**src/rtl/uart_rx_buf.sv**
```systemverilog
// uart_rx_buf: 8N1 UART receiver feeding a first-word-fall-through byte FIFO.
//
// Ports:
//   clk, rst       clock, asynchronous active-high reset
//   rxd            asynchronous serial line, idles high
//   d_rx, vld_rx   head-of-FIFO byte and FIFO-not-empty
//   rdy_rx         consumer ready; a pop is vld_rx & rdy_rx
//   count          FIFO occupancy 0..2**AW
//   frame_err      sticky: a frame had a low stop bit
//   overflow       sticky: a byte was dropped on a full FIFO
//   clr_err        synchronous clear of both sticky flags
module uart_rx_buf #(
   parameter int unsigned CLK_FREQ = 100_000_000,
   parameter int unsigned BAUD     = 115200,
   parameter int unsigned AW       = 4
) (
   input  logic          clk,
   input  logic          rst,
   input  logic          rxd,
   output logic [7:0]    d_rx,
   output logic          vld_rx,
   input  logic          rdy_rx,
   output logic [AW:0]   count,
   output logic          frame_err,
   output logic          overflow,
   input  logic          clr_err
);

   localparam int unsigned DIV   = CLK_FREQ / BAUD;
   localparam int unsigned CW    = $clog2(DIV);
   localparam int unsigned DEPTH = 2 ** AW;

   typedef enum logic [1:0] {IDLE, START, DATA, STOP} state_t;

   // Two-flop synchroniser, preset high so reset looks like an idle line
   logic rx_meta_q, rxs_q;

   always_ff @(posedge clk or posedge rst) begin
      if (rst) begin
         rx_meta_q <= 1'b1;
         rxs_q     <= 1'b1;
      end else begin
         rx_meta_q <= rxd;
         rxs_q     <= rx_meta_q;
      end
   end

   // Receive FSM; push_q is a one-cycle strobe carrying byte_q into the FIFO
   state_t          state_q;
   logic [CW-1:0]   cnt_q;
   logic [2:0]      bit_q;
   logic [7:0]      shift_q;
   logic [7:0]      byte_q;
   logic            push_q;
   logic            frame_err_q;

   always_ff @(posedge clk or posedge rst) begin
      if (rst) begin
         state_q     <= IDLE;
         cnt_q       <= '0;
         bit_q       <= '0;
         shift_q     <= '0;
         byte_q      <= '0;
         push_q      <= 1'b0;
         frame_err_q <= 1'b0;
      end else begin
         push_q <= 1'b0;
         if (clr_err) frame_err_q <= 1'b0;
         case (state_q)
            IDLE: begin
               if (!rxs_q) begin
                  cnt_q   <= CW'(DIV / 2 - 1);
                  state_q <= START;
               end
            end
            START: begin
               if (cnt_q == '0) begin
                  if (rxs_q) begin
                     state_q <= IDLE;
                  end else begin
                     cnt_q   <= CW'(DIV - 1);
                     bit_q   <= '0;
                     state_q <= DATA;
                  end
               end else begin
                  cnt_q <= cnt_q - CW'(1);
               end
            end
            DATA: begin
               if (cnt_q == '0) begin
                  shift_q <= {rxs_q, shift_q[7:1]};
                  cnt_q   <= CW'(DIV - 1);
                  bit_q   <= bit_q + 3'd1;
                  if (bit_q == 3'd7) state_q <= STOP;
               end else begin
                  cnt_q <= cnt_q - CW'(1);
               end
            end
            STOP: begin
               if (cnt_q == '0) begin
                  // No wait for the end of the stop bit: back-to-back frames
                  if (rxs_q) begin
                     push_q <= 1'b1;
                     byte_q <= shift_q;
                  end else begin
                     frame_err_q <= 1'b1;
                  end
                  state_q <= IDLE;
               end else begin
                  cnt_q <= cnt_q - CW'(1);
               end
            end
            default: state_q <= IDLE;
         endcase
      end
   end

   // FWFT FIFO; pointers carry one extra wrap bit to separate full from empty
   logic [7:0]    mem_q [DEPTH];
   logic [AW:0]   wr_q, rd_q, wr_d, rd_d;
   logic [AW:0]   count_q;
   logic [7:0]    d_rx_q;
   logic          vld_q;
   logic          overflow_q;
   logic          full_c, pop_c, push_acc_c, drop_c;

   always_comb begin
      full_c     = (wr_q[AW] != rd_q[AW]) && (wr_q[AW-1:0] == rd_q[AW-1:0]);
      pop_c      = vld_q & rdy_rx;
      push_acc_c = push_q & (!full_c | pop_c);
      drop_c     = push_q & full_c & !pop_c;
      wr_d       = wr_q + (AW + 1)'(push_acc_c);
      rd_d       = rd_q + (AW + 1)'(pop_c);
   end

   always_ff @(posedge clk) begin
      if (push_acc_c) mem_q[wr_q[AW-1:0]] <= byte_q;
   end

   always_ff @(posedge clk or posedge rst) begin
      if (rst) begin
         wr_q       <= '0;
         rd_q       <= '0;
         count_q    <= '0;
         vld_q      <= 1'b0;
         d_rx_q     <= '0;
         overflow_q <= 1'b0;
      end else begin
         wr_q    <= wr_d;
         rd_q    <= rd_d;
         count_q <= wr_d - rd_d;
         vld_q   <= (wr_d != rd_d);
         // Head register follows the new read slot; the incoming byte is
         // forwarded when it lands in that slot this same cycle
         if (push_acc_c || pop_c) begin
            if (push_acc_c && (wr_q[AW-1:0] == rd_d[AW-1:0])) d_rx_q <= byte_q;
            else                                             d_rx_q <= mem_q[rd_d[AW-1:0]];
         end
         if (clr_err) overflow_q <= 1'b0;
         if (drop_c)  overflow_q <= 1'b1;
      end
   end

   assign d_rx      = d_rx_q;
   assign vld_rx    = vld_q;
   assign count     = count_q;
   assign frame_err = frame_err_q;
   assign overflow  = overflow_q;

endmodule

```
**config.mk**
```make
export PLATFORM = sky130hd
export DESIGN_NAME = uart_rx_buf
export DESIGN_NICKNAME = d
export VERILOG_FILES = /design/src/rtl/uart_rx_buf.sv
export SDC_FILE = /design/constraint.sdc
export NUM_CORES = 1
export LEC_CHECK = 0
export BUFFER_PORTS_ARGS = -buffer_cell sky130_fd_sc_hd__buf_2
export CAP_MARGIN = 20
export CORE_MARGIN = 1
export CORE_UTILIZATION = 56
export DETAILED_ROUTE_END_ITERATION = 7
export GPL_TIMING_DRIVEN = 0
export PLACE_DENSITY = 0.76
export SETUP_SLACK_MARGIN = 0.4
export SLEW_MARGIN = 20
export SYNTH_ARGS = -nofsm -noshare
export SYNTH_HDL_FRONTEND = slang
export SYNTH_SLANG_ARGS = --single-unit
```
**constraint.sdc**
```tcl
create_clock -name clk -period 3.13 [get_ports clk]
set_clock_uncertainty 0.1 [all_clocks]
set_input_delay 0.313 -clock clk [delete_from_list [all_inputs] [get_ports clk]]
set_output_delay 0.313 -clock clk [all_outputs]
set_load 0.05 [all_outputs]
```
==> results of run 1 <==
## state kept, by name, indices dropped and copies added, names as in the netlist, named ones only
| signal | cells |
|---|---|
| rxs_q | 1 |
| cnt_q | 10 |
| rx_meta_q | 1 |
| count | 5 |
| overflow | 1 |
| d_rx | 8 |
| mem_q | 128 |
| vld_rx | 1 |
| wr_q | 5 |
| byte_q | 8 |
| frame_err | 1 |
| shift_q | 8 |
| state_q | 1 |
| push_q | 1 |
| rd_q | 5 |
| bit_q | 3 |
## cell usage in the layout (no fill, tap or decap), drive strengths merged, types with 11 or more instances in the layout
master	n
xnor2	18
mux4	32
a21oi	11
buf	54
nor2	19
edfxtp	128
ha	17
dfrtp	58
mux2i	22
o21ai	20
clkbuf	31
nand2	22
mux2	19
nor3	12
inv	25
nand3	13
## cells in the mapped netlist, drive strengths merged, types with 2 or more instances
library cell  count  area (sq um)
edfxtp          128          3840
dfrtp            58          1450
mux4             32           721
inv              22          82.6
mux2i            22           220
nand2            22          85.1
o21ai            20           104
mux2             19           214
nor2             19          71.3
xnor2            18           158
ha               17           213
buf              13          70.1
nand3            13          65.1
clkbuf           12          45.0
nor3             12          65.1
a21oi            11          66.3
nand2b            8          50.1
nor4              8          50.1
xor2              6          52.6
a31oi             5          31.3
a22o              4          35.0
a21o              3          22.5
o221ai            3          26.3
o31ai             3          27.5
a211oi            2          15.0
and4              2          17.5
dfstp             2          52.6
o22a              2          17.5
o32a              2          20.0
or3               2          17.5
## path summary, 6_finish.rpt
check	startpoint	end	slack (ns)	cells past startpoint
max	wr_q[3]	count[4]	0.44	13
min	rx_meta_q	rxs_q	0.26	0
max reg2reg	wr_q[3]	count[4]	0.44	13
min reg2reg	rx_meta_q	rxs_q	0.26	0
max in group asynchronous	rst	rx_meta_q	2.05	4
min in group asynchronous	rst	count[2]	0.32	3
## power breakdown
part	internal, mW	switching, mW	leakage (nW)	total (mW)
sequential	2.63	0.000415	2.28	2.63
combinational	0.00853	0.0205	1.32	0.0291
clock	1.20	0.896	0.279	2.10
total	3.84	0.917	3.88	4.76
## critical path, stage by stage, from the launching register on
cell,delay [ns]
dfrtp_1,0.39
buf_8,0.13
xnor2_4,0.17
nand2_2,0.11
o31ai_4,0.36
inv_4,0.09
ha_4,0.28
inv_2,0.04
ha_4,0.16
fa_2,0.40
inv_2,0.05
a21o_1,0.12
a21oi_2,0.06
xnor2_1,0.12
## final cells by class
| class | instances | area [sq um] | share of cell area, % |
|---|---|---|---|
| clock inverter | 10 | 115 | 1.22 |
| timing repair buffer | 41 | 265 | 2.80 |
| sequential | 188 | 5350 | 56.5 |
| clock buffer | 22 | 454 | 4.80 |
| tap | 180 | 225 | 2.38 |
| multi-input combinational | 275 | 2750 | 29.1 |
| buffer | 25 | 220 | 2.33 |
| inverter | 22 | 87.6 | 0.925 |
## cell families (layout without fill, tap and decap cells)
kind of cell,Yosys count,after routing
and+or+nand+nor,95,95
xor gates and xnor gates,24,24
buffers and inverters,47,120
AOI/OAI and AO/OA,65,65
muxes,73,73
adders and majority gates,18,18
DFF,188,188
## what timing repair did
action,4_1_cts,5_1_grt
pin swaps,1,7
endpoints found under the hold margin,25,0
setup endpoints to repair,50,27
hold buffers,3,0
resized for setup,21,29
buffers inserted,2,6
## layer usage
metal	share of wire [%]	vias up	track usage, %
met4	2.6	0	12.0
met5	0	-	0
met3	4.2	31	5.20
li1	-	2080	-
met2	52	142	39.8
met1	41	2385	30.6
## metrics by stage
step                      setup slack (ns)  hold slack, ns  total power, mW  area (sq um)  std cells
after global placement              -0.190           0.248             2.71          8480        710
after CTS                            0.359           0.218             4.78          9310        757
final                                0.435           0.256             4.76          9470        763
after detailed placement            -0.114           0.204             2.71          8630        720
after floorplan                      0.402           0.217             2.70          8150        510
after global routing                 0.302           0.260             4.88          9470        763
==> impl_metrics.tcl, run 1 <==
set metrics [dict create \
    status "complete, no violations" \
    cp.arrival_ns 2.90 \
    path_max_fanout 3 \
    track_usage_pct 24.2 \
    period_share_pct 86.1 \
    synth-compound-area-share_pct 5.57 \
    ioPinCount 21 \
    synth-seq-area-share_pct 66.1 \
    slew_violations 0 \
    timing.fmax_mhz 371 \
    nets 593 \
    synth_edf_count 128 \
    hold_violations 0 \
    synth.area.mux_share_pct 14.3 \
    drt_iter0_markers 302 \
    drcViolationCount 0 \
    cts_tree "built" \
    synth_nets 533 \
    syn_avg_cell_area_sq_um 15.9 \
    cts_buffers 17 \
    fillers 892 \
    antenna_found_initial 0 \
    layout-drive-gt1-share_pct 30.9 \
    synthAdderAreaFrac_pct 2.88 \
    coreArea_sq_mm 0.0140 \
    leakage_nw 3.88 \
    synth-xor-area-share_pct 2.60 \
    die_x_microns 122 \
    post_drt_wl_per_cell_microns 21.7 \
    dp_hpwl_microns 10800 \
    synthArstFlopShare_pct 31.9 \
    dieHeight_microns 122 \
    routed_wirelength_microns 16600 \
    clockBufferDepth 2 \
    rows 43 \
    grt_pass1_wl_microns 25900 \
    netlist_area_sq_mm 0.00809 \
    critPathLaunchType "register" \
    syn_inst 510 \
    grt-ovfl-total 0 \
    critPathKind "reg2reg" \
    dr.pass1.iters 5 \
    final_util_pct 67.7 \
    min_period_ns 2.69 \
    rsz0062_at_grt "yes" \
    clk_latency_ns 0.42 \
    dieArea_sq_mm 0.0149 \
    end_kind "register" \
    io_buffers 20 \
    synth_cell_types 61 \
    finalSetupViolations 0 \
    critPathRequiredTime_ns 3.34 \
    synth_seq_cells 188 \
    syn2layout_area_growth_pct 17.1 \
    root_buffer "clkbuf_16" \
    grt_pass1_vias 4764 \
    vias_per_cell 6.08 \
    fin_tns_setup_ns 0 \
    ys.flop_type "edfxtp_1" \
    vias 4638 \
    max-vdd-ir-drop_uv 424 \
    diodes 0 \
    clkTransAtPathRegs_ns 0.07 \
    synth_top_family_by_area "multiplexers" \
    worst_pin_slew_ns 0.789 \
    ant_nets 0 \
    powerDensity_mw_per_mm2 503 \
    h-tree-depth 4 \
    drv_cap 0 \
    start_util_pct 57.8 \
    min-delay-path-class "reg2reg" \
    gp_congestion 0.828 \
    synthSimpleGateAreaFrac_pct 6.10 \
    max_slew_margin_pct 47.1 \
    cts_sinks 188 \
    grt_max_degree 39 \
    synth_warnings 0 \
]
Note: power is estimated with default switching activity, not from simulation.
==> run 2: changes to the inputs <==
--- a/config.mk
+++ b/config.mk
@@ -11,6 +11,7 @@
 export CORE_UTILIZATION = 56
 export DETAILED_ROUTE_END_ITERATION = 7
 export GPL_TIMING_DRIVEN = 0
+export MAX_ROUTING_LAYER = met4
 export PLACE_DENSITY = 0.76
 export SETUP_SLACK_MARGIN = 0.4
 export SLEW_MARGIN = 20
==> run 2 against run 1 <==
Against the previous run:
- cell area grew 0.52%
- worst hold slack improved by 0.0041 ns
- fmax is 2.1% lower
- first-iteration DRC count is 79% higher
- die area stayed put
- wire length is 2.0% higher
- total power rose by 0.13%
- clock power is essentially flat
- non-clock buffer count up 8
- largest cell class unchanged
- highest routed layer unchanged
==> impl_metrics.tcl, run 2 (synthesis gave the netlist of run 1 again) <==
set metrics [dict create \
    status "complete, no violations" \
    critPathLaunchType "register" \
    largest_reg_flops 128 \
    crit_chain "buf_8 > xnor2_4 > nand2_2 > o31ai_4 > inv_4 > ha_4 > inv_1 > ha_2 > fa_2 > inv_1 > a21o_1 > a21oi_2 > xnor2_1" \
    crit_slowest_cell "dfrtp_1" \
    min_period_ns 2.75 \
    leakage_nw 3.92 \
    dieArea_sq_mm 0.0149 \
    timing.fmax_mhz 363 \
    design_area_sq_mm 0.00952 \
    post_drt_wl_per_cell_microns 21.9 \
    grt_pass1_vias 4851 \
    max_slew_margin_pct 43.8 \
    track_usage_pct 25.5 \
    diodes 0 \
    die_x_microns 122 \
    path_max_fanout 4 \
    start_util_pct 57.8 \
    placed_area_sq_mm 0.00863 \
    clk_latency_ns 0.43 \
    io_buffers 20 \
    path_common_cell "inv_1" \
    gp_congestion 0.833 \
    rows 43 \
    critical-path-max-stage-delay_ns 0.39 \
    ioPinCount 21 \
    final_cells 771 \
    syn2layout_area_growth_pct 17.7 \
    layout-drive-gt1-share_pct 31.5 \
    dp_hpwl_microns 11000 \
    drv_cap 0 \
    cp.arrival_ns 2.95 \
    h-tree-depth 4 \
    path_buf_inv 4 \
    dieHeight_microns 122 \
    ant_nets 0 \
    power_frac_seq_pct 55.3 \
    period_share_pct 87.9 \
    drcViolationCount 0 \
    grt_max_degree 39 \
    hold_violations 0 \
    critPathRequiredTime_ns 3.33 \
    end_kind "register" \
    slew_violations 0 \
    drt_iter0_markers 541 \
    max-vdd-ir-drop_uv 379 \
    antenna_found_initial 0 \
    dr.pass1.iters 7 \
    root_buffer "clkbuf_16" \
    intPower_mw 3.81 \
    power_frac_comb_pct 0.6 \
    worst_pin_slew_ns 0.839 \
    finalSetupViolations 0 \
    cts_tree "built" \
    rsz0062_at_grt "yes" \
    routed_wirelength_microns 16900 \
    hold_slack_ns 0.260 \
    clockPowerShare_pct 44.1 \
    final_cell_mix "edfxtp_1 (128), dfrtp_1 (57), mux4_2 (32), buf_2 (28)" \
    dp_cells 720 \
    powerDensity_mw_per_mm2 501 \
    layout_commonest_cell "edfxtp_1" \
    cts_buffers 17 \
    fillers 889 \
    cts_sinks 188 \
    grt_pass1_wl_microns 26700 \
    grt-ovfl-total 0 \
    crit_family "adder cells" \
    critPathKind "reg2reg" \
    vias_per_cell 6.16 \
    netSwitchingPower_mw 0.958 \
    min-delay-path-class "reg2reg" \
    p_sw_share_pct 20.1 \
    coreArea_sq_mm 0.0140 \
    nets 601 \
    vias 4747 \
    clkTransAtPathRegs_ns 0.06 \
    clockBufferDepth 2 \
]
==> run 2: cell type report <==
class / instances / area [sq um] / share of cell area (%)
sequential: 188 / 5350 / 56.2
multi-input combinational: 275 / 2730 / 28.7
clock buffer: 23 / 510 / 5.36
timing repair buffer: 49 / 323 / 3.39
tap: 180 / 225 / 2.37
buffer: 25 / 223 / 2.34
inverter: 22 / 87.6 / 0.920
clock inverter: 9 / 71.3 / 0.749
==> run 2: timing repair <==
action                                  4_1_cts  5_1_grt
hold endpoints to repair                     25        0
endpoints found under the setup margin       29       51
pin swaps                                     1        5
buffers inserted                              3       13
hold buffers                                  3        0
resized for setup                            23       23
==> run 2: layer usage <==
layer	vias up	global-route usage, %	wire [microns]
met3	41	5.81	950
li1	2094	-	-
met1	2412	31.9	6790
met5	-	-	0
met4	0	10.8	520
met2	200	40.2	8660
==> run 2: stage by stage <==
stage | util (%) | setup slack (ns) | power [mW] | TNS (ns)
2_1_floorplan | - | 0.402 | 2.70 | 0
6_report | 68.0 | 0.378 | 4.77 | 0
5_1_grt | 68.0 | 0.306 | 4.88 | 0
4_1_cts | 66.9 | 0.382 | 4.78 | 0
3_5_place_dp | 61.7 | -0.199 | 2.71 | -0.255
3_3_place_gp | 60.6 | -0.232 | 2.71 | -5.70
==> run 2: final timing paths <==
path	startpoint	to	slack [ns]	depth (start not counted)
max in group asynchronous	rst	rx_meta_q	2.07	4
worst min register to register	rx_meta_q	rxs_q	0.26	0
min in group asynchronous	rst	count[2]	0.30	3
worst max register to register	wr_q[3]	count[4]	0.38	13
worst max-delay path	wr_q[3]	count[4]	0.38	13
worst min-delay path	rx_meta_q	rxs_q	0.26	0
==> run 2: power groups by stage <==
| stage | clock network, mW | registers (mW) | logic, mW |
|---|---|---|---|
| after floorplan | 0 | 2.68 | 0.0150 |
| after global routing | 2.21 | 2.63 | 0.0339 |
| after global placement | 0 | 2.69 | 0.0226 |
| final | 2.10 | 2.63 | 0.0289 |
| after detailed placement | 0 | 2.69 | 0.0274 |
| after CTS | 2.11 | 2.63 | 0.0303 |
